**config.mk**
```make
export PLATFORM = sky130hd
export DESIGN_NAME = sd_sector_server_flat
export DESIGN_NICKNAME = d
export VERILOG_FILES = /design/src/rtl/sdc_pkg.sv /design/src/rtl/sd_sector_server_if.sv /design/src/rtl/sd_sector_server.sv /design/src/flat_wrapper.sv
export SDC_FILE = /design/constraint.sdc
export NUM_CORES = 1
export LEC_CHECK = 0
export CORE_ASPECT_RATIO = 0.6
export CORE_MARGIN = 2
export CORE_UTILIZATION = 35
export CTS_CLUSTER_SIZE = 40
export DETAILED_ROUTE_END_ITERATION = 12
export PLACE_DENSITY_LB_ADDON = 0.15
export SLEW_MARGIN = 20
export SYNTH_ARGS = -nofsm -noshare
export SYNTH_HDL_FRONTEND = slang
export SYNTH_SLANG_ARGS = --single-unit
export TNS_END_PERCENT = 30
```
**constraint.sdc**
```tcl
create_clock -name clk -period 7.8 [get_ports clk]
set_input_delay 1.56 -clock clk [delete_from_list [all_inputs] [get_ports clk]]
set_output_delay 1.56 -clock clk [all_outputs]
set_load 0.02 [all_outputs]
```
**src/rtl/sdc_pkg.sv**
```systemverilog
// Shared types and constants for the floppy sector server: FSM states,
// sector geometry and the image-relative byte offset helper.
package sdc_pkg;

  localparam int SECTOR_BYTES = 512;
  localparam int LBA_W        = 11;
  localparam int CNT_W        = 9;
  localparam int TALLY_W      = 10;

  localparam logic [TALLY_W-1:0] TALLY_FULL = TALLY_W'(SECTOR_BYTES);

  typedef enum logic [2:0] {
    IDLE,
    ISSUE,
    XFER,
    FILL,
    DONE,
    RELEASE
  } state_t;

  // Byte offset of a sector inside the image, widened to 32 bits before the shift.
  function automatic logic [31:0] sector_offset(input logic [LBA_W-1:0] lba);
    return {12'd0, lba, 9'd0};
  endfunction

endpackage

```
**src/rtl/sd_sector_server_if.sv**
```systemverilog
// Signal bundle between the Mac core sector port, the SD block driver and
// the sector server; the server uses the slave view, the surroundings the master view.
interface sd_sector_server_if;
  import sdc_pkg::*;

  // mount status
  logic [1:0]       img_present;
  logic [31:0]      img_size_in;
  logic [1:0]       sdc_image_mounted;
  logic [31:0]      sdc_image_size;

  // core sector request side
  logic [1:0]       sdc_rd;
  logic [1:0]       sdc_wr;
  logic [LBA_W-1:0] sdc_lba;
  logic             sdc_busy;
  logic             sdc_done;
  logic [7:0]       sdc_data_in;
  logic             sdc_data_en;
  logic [8:0]       sdc_addr;
  logic [7:0]       sdc_data_out;

  // SD block driver side
  logic [31:0]      sd_lba;
  logic             sd_rd;
  logic             sd_wr;
  logic             sd_busy;
  logic [7:0]       sd_rdata;
  logic             sd_rdata_valid;
  logic             sd_wdata_req;
  logic [7:0]       sd_wdata;
  logic             sd_wdata_valid;
  logic             sd_done;
  logic             sd_err;

  logic             err;

  modport slave (
    input  img_present, img_size_in,
    output sdc_image_mounted, sdc_image_size,
    input  sdc_rd, sdc_wr, sdc_lba, sdc_data_out,
    output sdc_busy, sdc_done, sdc_data_in, sdc_data_en, sdc_addr,
    output sd_lba, sd_rd, sd_wr, sd_wdata, sd_wdata_valid,
    input  sd_busy, sd_rdata, sd_rdata_valid, sd_wdata_req, sd_done, sd_err,
    output err
  );

  modport master (
    output img_present, img_size_in,
    input  sdc_image_mounted, sdc_image_size,
    output sdc_rd, sdc_wr, sdc_lba, sdc_data_out,
    input  sdc_busy, sdc_done, sdc_data_in, sdc_data_en, sdc_addr,
    input  sd_lba, sd_rd, sd_wr, sd_wdata, sd_wdata_valid,
    output sd_busy, sd_rdata, sd_rdata_valid, sd_wdata_req, sd_done, sd_err,
    input  err
  );

endinterface

```
**src/rtl/sd_sector_server.sv**
```systemverilog
// Serves per-drive floppy sector reads/writes from the Mac core by driving a
// byte-stream SD block driver at the absolute card sector of each image.
module sd_sector_server
  import sdc_pkg::*;
#(
  parameter int          DRIVES    = 2,
  parameter logic [31:0] IMG_BASE0 = 32'd0,
  parameter logic [31:0] IMG_BASE1 = 32'd1600
) (
  input logic               clk,
  input logic               reset,
  sd_sector_server_if.slave bus
);

  state_t             state_q, state_d;
  logic               drive_q, drive_d;
  logic               wr_q, wr_d;
  logic [LBA_W-1:0]   lba_q, lba_d;
  logic [CNT_W-1:0]   cnt_q, cnt_d;
  logic [TALLY_W-1:0] tally_q, tally_d;
  logic               err_q, err_d;
  logic               busy_q, busy_d;
  logic               done_q, done_d;
  logic               data_en_q, data_en_d;
  logic [7:0]         data_in_q, data_in_d;
  logic [8:0]         addr_q, addr_d;
  logic [31:0]        sd_lba_q, sd_lba_d;
  logic               sd_rd_q, sd_rd_d;
  logic               sd_wr_q, sd_wr_d;
  logic               wstage_q, wstage_d;
  logic [7:0]         wdata_q, wdata_d;
  logic               wvalid_q, wvalid_d;
  logic [1:0]         mounted_q, mounted_d;
  logic [31:0]        size_q, size_d;

  logic [DRIVES-1:0]  req_any;
  logic               sel_rd;
  logic [31:0]        base;

  assign req_any = bus.sdc_rd | bus.sdc_wr;
  assign base    = drive_q ? IMG_BASE1 : IMG_BASE0;

  always_comb begin
    // NOTE: every _d takes its hold/default value before the case, so no
    // path through the decode can leave a signal unassigned and infer a latch.
    state_d   = state_q;
    drive_d   = drive_q;
    wr_d      = wr_q;
    lba_d     = lba_q;
    cnt_d     = cnt_q;
    tally_d   = tally_q;
    err_d     = err_q;
    data_en_d = 1'b0;
    data_in_d = data_in_q;
    addr_d    = addr_q;
    sd_lba_d  = sd_lba_q;
    sd_rd_d   = sd_rd_q;
    sd_wr_d   = sd_wr_q;
    wstage_d  = 1'b0;
    wdata_d   = wdata_q;
    wvalid_d  = 1'b0;
    sel_rd    = 1'b0;
    mounted_d = bus.img_present;
    size_d    = bus.img_size_in;

    // Second write-pipeline stage runs regardless of state so the last byte
    // still reaches the driver if sd_done lands right behind its request.
    if (wstage_q) begin
      wdata_d  = bus.sdc_data_out;
      wvalid_d = 1'b1;
    end

    unique case (state_q)
      IDLE: begin
        if (|req_any) begin
          drive_d = ~req_any[0];
          sel_rd  = drive_d ? bus.sdc_rd[1] : bus.sdc_rd[0];
          wr_d    = ~sel_rd;
          lba_d   = bus.sdc_lba;
          cnt_d   = '0;
          tally_d = '0;
          state_d = ISSUE;
          if (!bus.img_present[drive_d]) begin
            state_d = DONE;
            err_d   = 1'b1;
          end else if (sector_offset(bus.sdc_lba) >= bus.img_size_in) begin
            state_d = sel_rd ? FILL : DONE;
          end
        end
      end

      ISSUE: begin
        if ((sd_rd_q || sd_wr_q) && bus.sd_busy) begin
          sd_rd_d = 1'b0;
          sd_wr_d = 1'b0;
          state_d = XFER;
        end else begin
          sd_rd_d  = ~wr_q;
          sd_wr_d  = wr_q;
          sd_lba_d = base + {21'd0, lba_q};
        end
      end

      XFER: begin
        if (!wr_q && bus.sd_rdata_valid) begin
          if (tally_q == TALLY_FULL) begin
            err_d = 1'b1;
          end else begin
            data_en_d = 1'b1;
            data_in_d = bus.sd_rdata;
            addr_d    = cnt_q;
            cnt_d     = cnt_q + 9'd1;
            tally_d   = tally_q + 10'd1;
          end
        end
        if (wr_q && bus.sd_wdata_req) begin
          addr_d   = cnt_q;
          cnt_d    = cnt_q + 9'd1;
          wstage_d = 1'b1;
          if (tally_q != TALLY_FULL) tally_d = tally_q + 10'd1;
        end
        if (bus.sd_err) err_d = 1'b1;
        if (bus.sd_done) begin
          state_d = DONE;
          if (tally_d != TALLY_FULL) err_d = 1'b1;
        end
      end

      // Out-of-range reads return a zero sector without touching the card.
      FILL: begin
        if (tally_q == TALLY_FULL) begin
          state_d = DONE;
        end else begin
          data_en_d = 1'b1;
          data_in_d = 8'h00;
          addr_d    = cnt_q;
          cnt_d     = cnt_q + 9'd1;
          tally_d   = tally_q + 10'd1;
        end
      end

      DONE: state_d = RELEASE;

      RELEASE: begin
        if (!(|req_any)) state_d = IDLE;
      end

      default: state_d = IDLE;
    endcase

    busy_d = (state_d != IDLE);
    done_d = (state_d == DONE);
  end

  // NOTE: state registers use non-blocking assignments so every flop samples
  // the pre-edge value of the others, independent of statement order.
  always_ff @(posedge clk or posedge reset) begin
    if (reset) begin
      state_q   <= IDLE;
      drive_q   <= 1'b0;
      wr_q      <= 1'b0;
      lba_q     <= '0;
      cnt_q     <= '0;
      tally_q   <= '0;
      err_q     <= 1'b0;
      busy_q    <= 1'b0;
      done_q    <= 1'b0;
      data_en_q <= 1'b0;
      data_in_q <= '0;
      addr_q    <= '0;
      sd_lba_q  <= '0;
      sd_rd_q   <= 1'b0;
      sd_wr_q   <= 1'b0;
      wstage_q  <= 1'b0;
      wdata_q   <= '0;
      wvalid_q  <= 1'b0;
      mounted_q <= '0;
      size_q    <= '0;
    end else begin
      state_q   <= state_d;
      drive_q   <= drive_d;
      wr_q      <= wr_d;
      lba_q     <= lba_d;
      cnt_q     <= cnt_d;
      tally_q   <= tally_d;
      err_q     <= err_d;
      busy_q    <= busy_d;
      done_q    <= done_d;
      data_en_q <= data_en_d;
      data_in_q <= data_in_d;
      addr_q    <= addr_d;
      sd_lba_q  <= sd_lba_d;
      sd_rd_q   <= sd_rd_d;
      sd_wr_q   <= sd_wr_d;
      wstage_q  <= wstage_d;
      wdata_q   <= wdata_d;
      wvalid_q  <= wvalid_d;
      mounted_q <= mounted_d;
      size_q    <= size_d;
    end
  end

  assign bus.sdc_image_mounted = mounted_q;
  assign bus.sdc_image_size    = size_q;
  assign bus.sdc_busy          = busy_q;
  assign bus.sdc_done          = done_q;
  assign bus.sdc_data_in       = data_in_q;
  assign bus.sdc_data_en       = data_en_q;
  assign bus.sdc_addr          = addr_q;
  assign bus.sd_lba            = sd_lba_q;
  assign bus.sd_rd             = sd_rd_q;
  assign bus.sd_wr             = sd_wr_q;
  assign bus.sd_wdata          = wdata_q;
  assign bus.sd_wdata_valid    = wvalid_q;
  assign bus.err               = err_q;

endmodule

```
**src/flat_wrapper.sv**
```systemverilog
// flat-port wrapper written by rule: the top's interface ports become plain ports
module sd_sector_server_flat import sdc_pkg::*;
#(
  parameter int          DRIVES    = 2,
  parameter logic [31:0] IMG_BASE0 = 32'd0,
  parameter logic [31:0] IMG_BASE1 = 32'd1600
)
  (clk, reset, bus_img_present, bus_img_size_in, bus_sdc_image_mounted, bus_sdc_image_size, bus_sdc_rd, bus_sdc_wr, bus_sdc_lba, bus_sdc_data_out, bus_sdc_busy, bus_sdc_done, bus_sdc_data_in, bus_sdc_data_en, bus_sdc_addr, bus_sd_lba, bus_sd_rd, bus_sd_wr, bus_sd_wdata, bus_sd_wdata_valid, bus_sd_busy, bus_sd_rdata, bus_sd_rdata_valid, bus_sd_wdata_req, bus_sd_done, bus_sd_err, bus_err);
  sd_sector_server_if bus_i ();
  input logic clk;
  input logic reset;
  input wire logic [$bits(bus_i.img_present)-1:0] bus_img_present;
  input wire logic [$bits(bus_i.img_size_in)-1:0] bus_img_size_in;
  output wire logic [$bits(bus_i.sdc_image_mounted)-1:0] bus_sdc_image_mounted;
  output wire logic [$bits(bus_i.sdc_image_size)-1:0] bus_sdc_image_size;
  input wire logic [$bits(bus_i.sdc_rd)-1:0] bus_sdc_rd;
  input wire logic [$bits(bus_i.sdc_wr)-1:0] bus_sdc_wr;
  input wire logic [$bits(bus_i.sdc_lba)-1:0] bus_sdc_lba;
  input wire logic [$bits(bus_i.sdc_data_out)-1:0] bus_sdc_data_out;
  output wire logic [$bits(bus_i.sdc_busy)-1:0] bus_sdc_busy;
  output wire logic [$bits(bus_i.sdc_done)-1:0] bus_sdc_done;
  output wire logic [$bits(bus_i.sdc_data_in)-1:0] bus_sdc_data_in;
  output wire logic [$bits(bus_i.sdc_data_en)-1:0] bus_sdc_data_en;
  output wire logic [$bits(bus_i.sdc_addr)-1:0] bus_sdc_addr;
  output wire logic [$bits(bus_i.sd_lba)-1:0] bus_sd_lba;
  output wire logic [$bits(bus_i.sd_rd)-1:0] bus_sd_rd;
  output wire logic [$bits(bus_i.sd_wr)-1:0] bus_sd_wr;
  output wire logic [$bits(bus_i.sd_wdata)-1:0] bus_sd_wdata;
  output wire logic [$bits(bus_i.sd_wdata_valid)-1:0] bus_sd_wdata_valid;
  input wire logic [$bits(bus_i.sd_busy)-1:0] bus_sd_busy;
  input wire logic [$bits(bus_i.sd_rdata)-1:0] bus_sd_rdata;
  input wire logic [$bits(bus_i.sd_rdata_valid)-1:0] bus_sd_rdata_valid;
  input wire logic [$bits(bus_i.sd_wdata_req)-1:0] bus_sd_wdata_req;
  input wire logic [$bits(bus_i.sd_done)-1:0] bus_sd_done;
  input wire logic [$bits(bus_i.sd_err)-1:0] bus_sd_err;
  output wire logic [$bits(bus_i.err)-1:0] bus_err;
  assign bus_i.img_present = bus_img_present;
  assign bus_i.img_size_in = bus_img_size_in;
  assign bus_sdc_image_mounted = bus_i.sdc_image_mounted;
  assign bus_sdc_image_size = bus_i.sdc_image_size;
  assign bus_i.sdc_rd = bus_sdc_rd;
  assign bus_i.sdc_wr = bus_sdc_wr;
  assign bus_i.sdc_lba = bus_sdc_lba;
  assign bus_i.sdc_data_out = bus_sdc_data_out;
  assign bus_sdc_busy = bus_i.sdc_busy;
  assign bus_sdc_done = bus_i.sdc_done;
  assign bus_sdc_data_in = bus_i.sdc_data_in;
  assign bus_sdc_data_en = bus_i.sdc_data_en;
  assign bus_sdc_addr = bus_i.sdc_addr;
  assign bus_sd_lba = bus_i.sd_lba;
  assign bus_sd_rd = bus_i.sd_rd;
  assign bus_sd_wr = bus_i.sd_wr;
  assign bus_sd_wdata = bus_i.sd_wdata;
  assign bus_sd_wdata_valid = bus_i.sd_wdata_valid;
  assign bus_i.sd_busy = bus_sd_busy;
  assign bus_i.sd_rdata = bus_sd_rdata;
  assign bus_i.sd_rdata_valid = bus_sd_rdata_valid;
  assign bus_i.sd_wdata_req = bus_sd_wdata_req;
  assign bus_i.sd_done = bus_sd_done;
  assign bus_i.sd_err = bus_sd_err;
  assign bus_err = bus_i.err;
  sd_sector_server #(.DRIVES(DRIVES), .IMG_BASE0(IMG_BASE0), .IMG_BASE1(IMG_BASE1)) u_core (.clk(clk), .reset(reset), .bus(bus_i));
endmodule
```
==> metrics.md, run 1 <==
| Metric | Value |
|---|---|
| Clock Skews | 0.0105 ns |
| Clk Tree Root Cell | clkbuf_16 |
| Mapped cell area | 5350 µm² |
| GP Congestion | 0.917 |
| Power Total | 2.40 mW |
| CP Max Fanout | 4 |
| Postcts setup bufs | 0 |
| Number of global-route vias before repair | 4236 |
| Leakage | 3.35 nW |
| Fraction of registers with async set/reset | 100% |
| Peak Freq | 265 MHz |
| Main synth FF type | dfrtp_1 |
| Top layer in use | met4 |
| Crit share post-route | 48.4% |
| Final setup viols | 0 |
| Yosys cell types | 64 |
| VDD IR max | 0.147 mV |
| Most frequent cells in the layout | 149 x clkdlybuf4s50_1, 114 x dfrtp_1, 100 x nand2_1, 34 x o21ai_0, 22 x a21oi_1 |
| RSZ-0062 raised after global routing | no |
| Max_cap viols | 0 |
| Layout Nets | 756 |
| Cell taking the most area after synthesis | dfrtp_1 |
| Num CTS Buffers | 17 |
| Comb power frac | 34.4% |
| Synthesized instance count | 520 |
| Status | completed |
| IO Pins | 170 |
| Clock Sink Count | 114 |
| CTS tree | done |
| Wire length on met2 | 5870 µm |
| Final min period | 3.78 ns |
| DR vias | 4406 |
| Pins Over Slew Limit | 0 |
| GRT Total Usage | 18.8% |
| Critical Path Slowest Stage Cell | or4_4 |
| Register bit total from synthesis | 114 |
| Drt wl/cell | 17.1 µm |
| Die Wd | 164 µm |
| Avg Cell Area, Syn | 10.3 µm² |
| Resized cells post-CTS | 0 |
| Sequential area share after synthesis | 53.3% |
| Power per Cell Area | 320 nW/µm² |
| Clk_lat worst skew | 0.41 ns |
| 1st-iter DRT viols | 286 |
| Post-route ant nets | 0 |
| Final Hold Fails | 0 |
| Slew HR | 31.1% |
| Drt first pass iters | 5 |
| Via-to-Cell Ratio | 5.02 |
| Least-Margin Pin Slew | 1.03 ns |
| Clock buffer depth | 2 |
| Clk pwr share | 30.7% |
| Global-route wire length before repair | 23600 µm |
| Worst Path Arrival | 4.04 ns |
| Crit end category | flip-flop |
| Reg clk slew, reported paths | 0.06 ns |
| Power Internal | 1.52 mW |
| Startpoint Class | primary input |
| Cell chain of the critical path | clkdlybuf4s50_1 > inv_1 > ha_1 > a21oi_2 > a21oi_1 > or4_4 > a311o_2 > or4b_1 |
| Post-Route WL | 15000 µm |
| WS Path Type | in2reg |
| Switch Pwr | 0.880 mW |
| Worst stage delay on the critical path | 0.56 ns |
| Synth-to-layout area growth | 40.2% |
| Diode count | 0 |
| Number of remaining DRC errors | 0 |
| Hold Buf Count CTS | 0 |
| Synth top area cells | dfrtp_1 53%, nand2_1 7.0%, ha_1 4.2%, mux2_2 3.8%, o21ai_0 3.3% |
| Starting Density | 36.3% |
| Post-synth EDFFs | 0 |
| Sequential share of power | 35.0% |
| Met1 WL | 7710 µm |
| Port Buf Inserts | 149 |
| Initial antenna violation count | 0 |
| Hold WC Path Type | reg2reg |
| H-tree levels | 4 |
| Pin count of the biggest net entering global routing | 70 |
| Die Footprint | 16300 µm² |
| Total of warnings raised by yosys | 0 |
| Core footprint | 14700 µm² |
| Leading cell type in the layout, fill and taps excluded | clkdlybuf4s50_1 |
| Rows | 34 |
| DR WL met3 | 1280 µm |
| Switching share of total power | 36.7% |
| Die Y | 99.8 µm |
| Fin Setup TNS | 0 ns |
| Total grt overflow | 0 |
| Post-DP HPWL | 11100 µm |
| WP data required | 8.07 ns |
| Layout cells sized above 1 | 10.6% |
| Yosys top cell area share | 53.3% |
[power by group through the flow]
stage	logic (mW)	clock network [mW]	registers, mW
finish	0.824	0.736	0.839
global route	0.905	0.783	0.854
CTS	0.830	0.754	0.836
detailed placement	0.828	0	0.845
global placement	0.817	0	0.842
floorplan	0.444	0	0.892
[through the flow]
stage | instances | hold WS (ns) | area, µm² | utilization, % | setup slack [ns]
2_1_floorplan | 539 | 0.352 | 5420 | - | 3.22
3_3_place_gp | 845 | 0.461 | 6940 | 47.1 | 3.63
3_5_place_dp | 845 | 0.460 | 6940 | 47.1 | 3.61
4_1_cts | 877 | 0.474 | 7500 | 50.9 | 4.03
5_1_grt | 877 | 0.504 | 7500 | 50.9 | 3.90
6_report | 877 | 0.473 | 7500 | 50.9 | 4.02
[layout make-up]
| cell class | instances | area [µm²] |
|---|---|---|
| inverter | 21 | 81.3 |
| fill | 1339 | 7220 |
| tap | 198 | 248 |
| timing repair buffer | 152 | 1510 |
| multi-input combinational | 360 | 2240 |
| clock buffer | 17 | 425 |
| clock inverter | 15 | 135 |
| sequential | 114 | 2850 |
[cell usage after synthesis (6+ instances only)]
| cell type | instances |
|---|---|
| dfrtp_1 | 114 |
| nand2_1 | 100 |
| o21ai_0 | 35 |
| a21oi_1 | 22 |
| inv_1 | 21 |
| buf_4 | 20 |
| clkbuf_1 | 18 |
| ha_1 | 18 |
| mux2_2 | 18 |
| nor2_1 | 16 |
| nand3_1 | 10 |
| nor3_1 | 9 |
| nor4_1 | 8 |
| a31oi_1 | 7 |
| and3_1 | 6 |
| nand2b_1 | 6 |
[critical path, delay by kind of cell]
family | cells | cell delay (ns)
AO/OA/AOI/OAI | 3 | 0.60
adder cells (fa/ha/maj) | 1 | 0.31
buffers and inverters | 2 | 0.53
AND/OR/NAND/NOR | 2 | 1.03
[flip-flops by register name, indices dropped and copies added (netlist names), 2 cells and up]
register,count
u_core.cnt_q,9
u_core.tally_q,10
u_core.state_q,3
u_core.bus.sdc_image_size,32
u_core.lba_q,11
u_core.bus.sdc_image_mounted,2
u_core.bus.sd_lba,12
u_core.bus.sd_wdata,8
u_core.bus.sdc_data_in,8
u_core.bus.sdc_addr,9
[layer usage]
layer  vias to the layer above  global-route usage [%]
met1                      2101                    29.1
met4                         0                    4.52
li1                       2105                       -
met2                       191                    25.3
met3                         9                    5.50
met5                         -                       0
[cell families after synthesis]
| kind of cell | after synthesis | synth area share, % |
|---|---|---|
| AND/OR/NAND/NOR | 183 | 17.0 |
| flip-flops | 114 | 53.3 |
| AO/OA/AOI/OAI | 112 | 13.8 |
| buffers and inverters | 65 | 6.22 |
| multiplexers | 20 | 4.16 |
| adder cells (fa/ha/maj) | 18 | 4.21 |
| XOR/XNOR | 7 | 1.15 |
| other | 1 | 0.0701 |
[worst paths after layout]
| check | from | endpoint | slack (ns) | cells after the start |
|---|---|---|---|---|
| max in group asynchronous | reset | u_core.bus.sdc_image_mounted[0] | 4.89 | 3 |
| worst max-delay path | bus_img_size_in[11] | u_core.bus.sdc_busy | 4.02 | 8 |
| worst max register to register | u_core.tally_q[0] | u_core.bus.sdc_addr[6] | 4.96 | 6 |
| worst min register to register | u_core.lba_q[1] | u_core.bus.sd_lba[1] | 0.47 | 2 |
| worst min-delay path | u_core.lba_q[1] | u_core.bus.sd_lba[1] | 0.47 | 2 |
| min in group asynchronous | reset | u_core.bus.sdc_data_in[3] | 1.59 | 2 |
No activity file was read; power rests on OpenSTA's default activity.
==> inputs of run 2 (changes only) <==
Clock period 7.8 ns to 3.6 ns, I/O delays scaled along.
==> run 2 against run 1 <==
  * Combinational power up 120%
  * Hold slack worse by 0.0026 ns
  * Non-clock buffer count up 3
  * Power up 120%
  * Sequential power up 110%
  * Largest cell class unchanged
  * Largest power group is now combinational logic
==> metrics.md, run 2 (same netlist as run 1, synthesis figures left out) <==
| Metric | Value |
|---|---|
| Port Buf Inserts | 149 (unchanged) |
| Leakage | 3.38 nW (+0.93%) |
| Number of remaining DRC errors | 0 (unchanged) |
| VDD IR max | 0.341 mV (+130%) |
| FF-to-FF Start | u_core.tally_q[1] |
| FF-to-FF path depth | 7 (+1) |
| RSZ-0062 raised after global routing | no |
| Hold WC Path Type | reg2reg |
| Starting Density | 36.3% (unchanged) |
| Drt wl/cell | 17.0 µm (-0.16%) |
| Initial antenna violation count | 0 (unchanged) |
| Post-route ant nets | 0 (unchanged) |
| Clock Sink Count | 114 (unchanged) |
| Hold Buf Count CTS | 0 (unchanged) |
| Die Y | 99.8 µm (unchanged) |
| Diode count | 0 (unchanged) |
| Hold path startpoint | u_core.lba_q[5] |
| Peak Freq | 339 MHz |
| Layout cells sized above 1 | 11.0% (+0.39 points) |
| Layout Nets | 759 (+0.40%) |
| GP Congestion | 0.895 (-2.4%) |
| Hold Path Sink | u_core.bus.sd_lba[5] |
| Rows | 34 (unchanged) |
| Post-DP HPWL | 11000 µm (-1.5%) |
| Postcts setup bufs | 0 (unchanged) |
| Final Hold Fails | 0 (unchanged) |
| Hold slack | 0.471 ns (-0.00260 ns) |
| Resized cells post-CTS | 0 (unchanged) |
| Clock buffer depth | 2 (unchanged) |
| Clock Skews | 0.0126 ns (+0.00202 ns) |
| WS Path Type | in2reg |
| CP Max Fanout | 4 (unchanged) |
| Pins Over Slew Limit | 0 (unchanged) |
| Core footprint | 14700 µm² (unchanged) |
| Synth-to-layout area growth | 41.3% |
| Final setup viols | 0 (unchanged) |
| Via-to-Cell Ratio | 4.99 (-0.77%) |
| Worst Path Arrival | 3.22 ns (-0.82 ns) |
| Slew HR | 36.8% (+5.7 points) |
| Startpoint Class | primary input |
| RR Endpoint | u_core.bus.sdc_busy |
| DR vias | 4387 (-0.43%) |
| Post-Route WL | 15000 µm (+0.18%) |
| Crit share post-route | 82.0% |
| Leading cell type in the layout, fill and taps excluded | clkdlybuf4s50_1 |
| WP data required | 3.87 ns (-4.20 ns) |
| Clk_lat worst skew | 0.41 ns (about the same) |
| Clk Tree Root Cell | clkbuf_16 |
| Setup crit start | bus_img_size_in[19] |
| Reg clk slew, reported paths | 0.06 ns (about the same) |
| Pin count of the biggest net entering global routing | 115 (+64%) |
| GRT Total Usage | 19.0% (+0.27 points) |
| Final min period | 2.95 ns |
| Number of global-route vias before repair | 4280 (+1.0%) |
| Status | completed |
| Max reg flops | 32 (unchanged) |
| CTS tree | done |
| Die Wd | 164 µm (unchanged) |
| Global-route wire length before repair | 23800 µm (+0.94%) |
| Power per Cell Area | 702 nW/µm² (+120%) |
| H-tree levels | 4 (unchanged) |
| Total grt overflow | 0 (unchanged) |
| Max_cap viols | 0 (unchanged) |
| Power Total | 5.31 mW (+120%) |
| Drt first pass iters | 5 (unchanged) |
| Reg2reg setup slack | 0.90 ns (-4.06 ns) |
| Least-Margin Pin Slew | 0.946 ns (-0.0859 ns) |
| Crit end category | flip-flop |
| Fin Setup TNS | 0 ns (unchanged) |
| IO Pins | 170 (unchanged) |
| Die Footprint | 16300 µm² (unchanged) |
| Hold depth | 2 (unchanged) |
| Util after Layout | 51.3% (+0.41 points) |
| Num CTS Buffers | 17 (unchanged) |
| Most frequent cells in the layout | 149 x clkdlybuf4s50_1, 114 x dfrtp_1, 100 x nand2_1, 35 x o21ai_0, 22 x a21oi_1 |
| 1st-iter DRT viols | 347 (+21%) |
run 2: how the worst max path moves through the flow:
stage | end | slack [ns] | cells after the start
2_1_floorplan | u_core.bus.sdc_busy | 0.87 | 7
3_3_place_gp | u_core.bus.sdc_busy | 0.29 | 8
3_5_place_dp | u_core.bus.sdc_busy | 0.21 | 8
4_1_cts | u_core.bus.sdc_busy | 0.65 | 8
5_1_grt | u_core.bus.sdc_busy | 0.57 | 8
6_report | u_core.bus.sdc_busy | 0.65 | 8
run 2: worst max-delay path, cell delays in order:
cell,delay [ns]
clkdlybuf4s50_1,0.48
inv_1,0.06
ha_1,0.31
a21oi_2,0.17
o21ai_1,0.09
or4_4,0.51
a311o_2,0.39
or4b_1,0.49
run 2: power by group:
group          leakage (nW)  switching (mW)  total, mW  internal (mW)
clock network         0.279           0.685       1.68          0.992
logic                  1.66            1.03       1.82          0.792
registers              1.45           0.240       1.80           1.56
total                  3.38            1.96       5.31           3.35
run 2: through the flow:
stage | area [µm²] | worst slack (ns) | cells
floorplan | 5420 | 0.866 | 539
global placement | 6970 | 0.293 | 848
detailed placement | 6970 | 0.209 | 848
CTS | 7560 | 0.648 | 880
global route | 7560 | 0.574 | 880
finish | 7560 | 0.650 | 880
run 2: layout make-up:
type | count | area (µm²)
clock buffers | 18 | 439
clock inverters | 14 | 145
fillers | 1354 | 7160
inverters | 21 | 82.6
multi-input cells | 360 | 2240
flip-flops and latches | 114 | 2850
well taps | 198 | 248
repair buffers | 155 | 1550
run 2: per-layer routing:
| layer | vias up | routed length, µm | track usage [%] |
|---|---|---|---|
| met3 | 8 | 1500 | 6.46 |
| li1 | 2112 | - | - |
| met1 | 2067 | 7650 | 29.4 |
| met5 | - | 0 | 0 |
| met4 | 0 | 96 | 4.99 |
| met2 | 200 | 5740 | 25.0 |
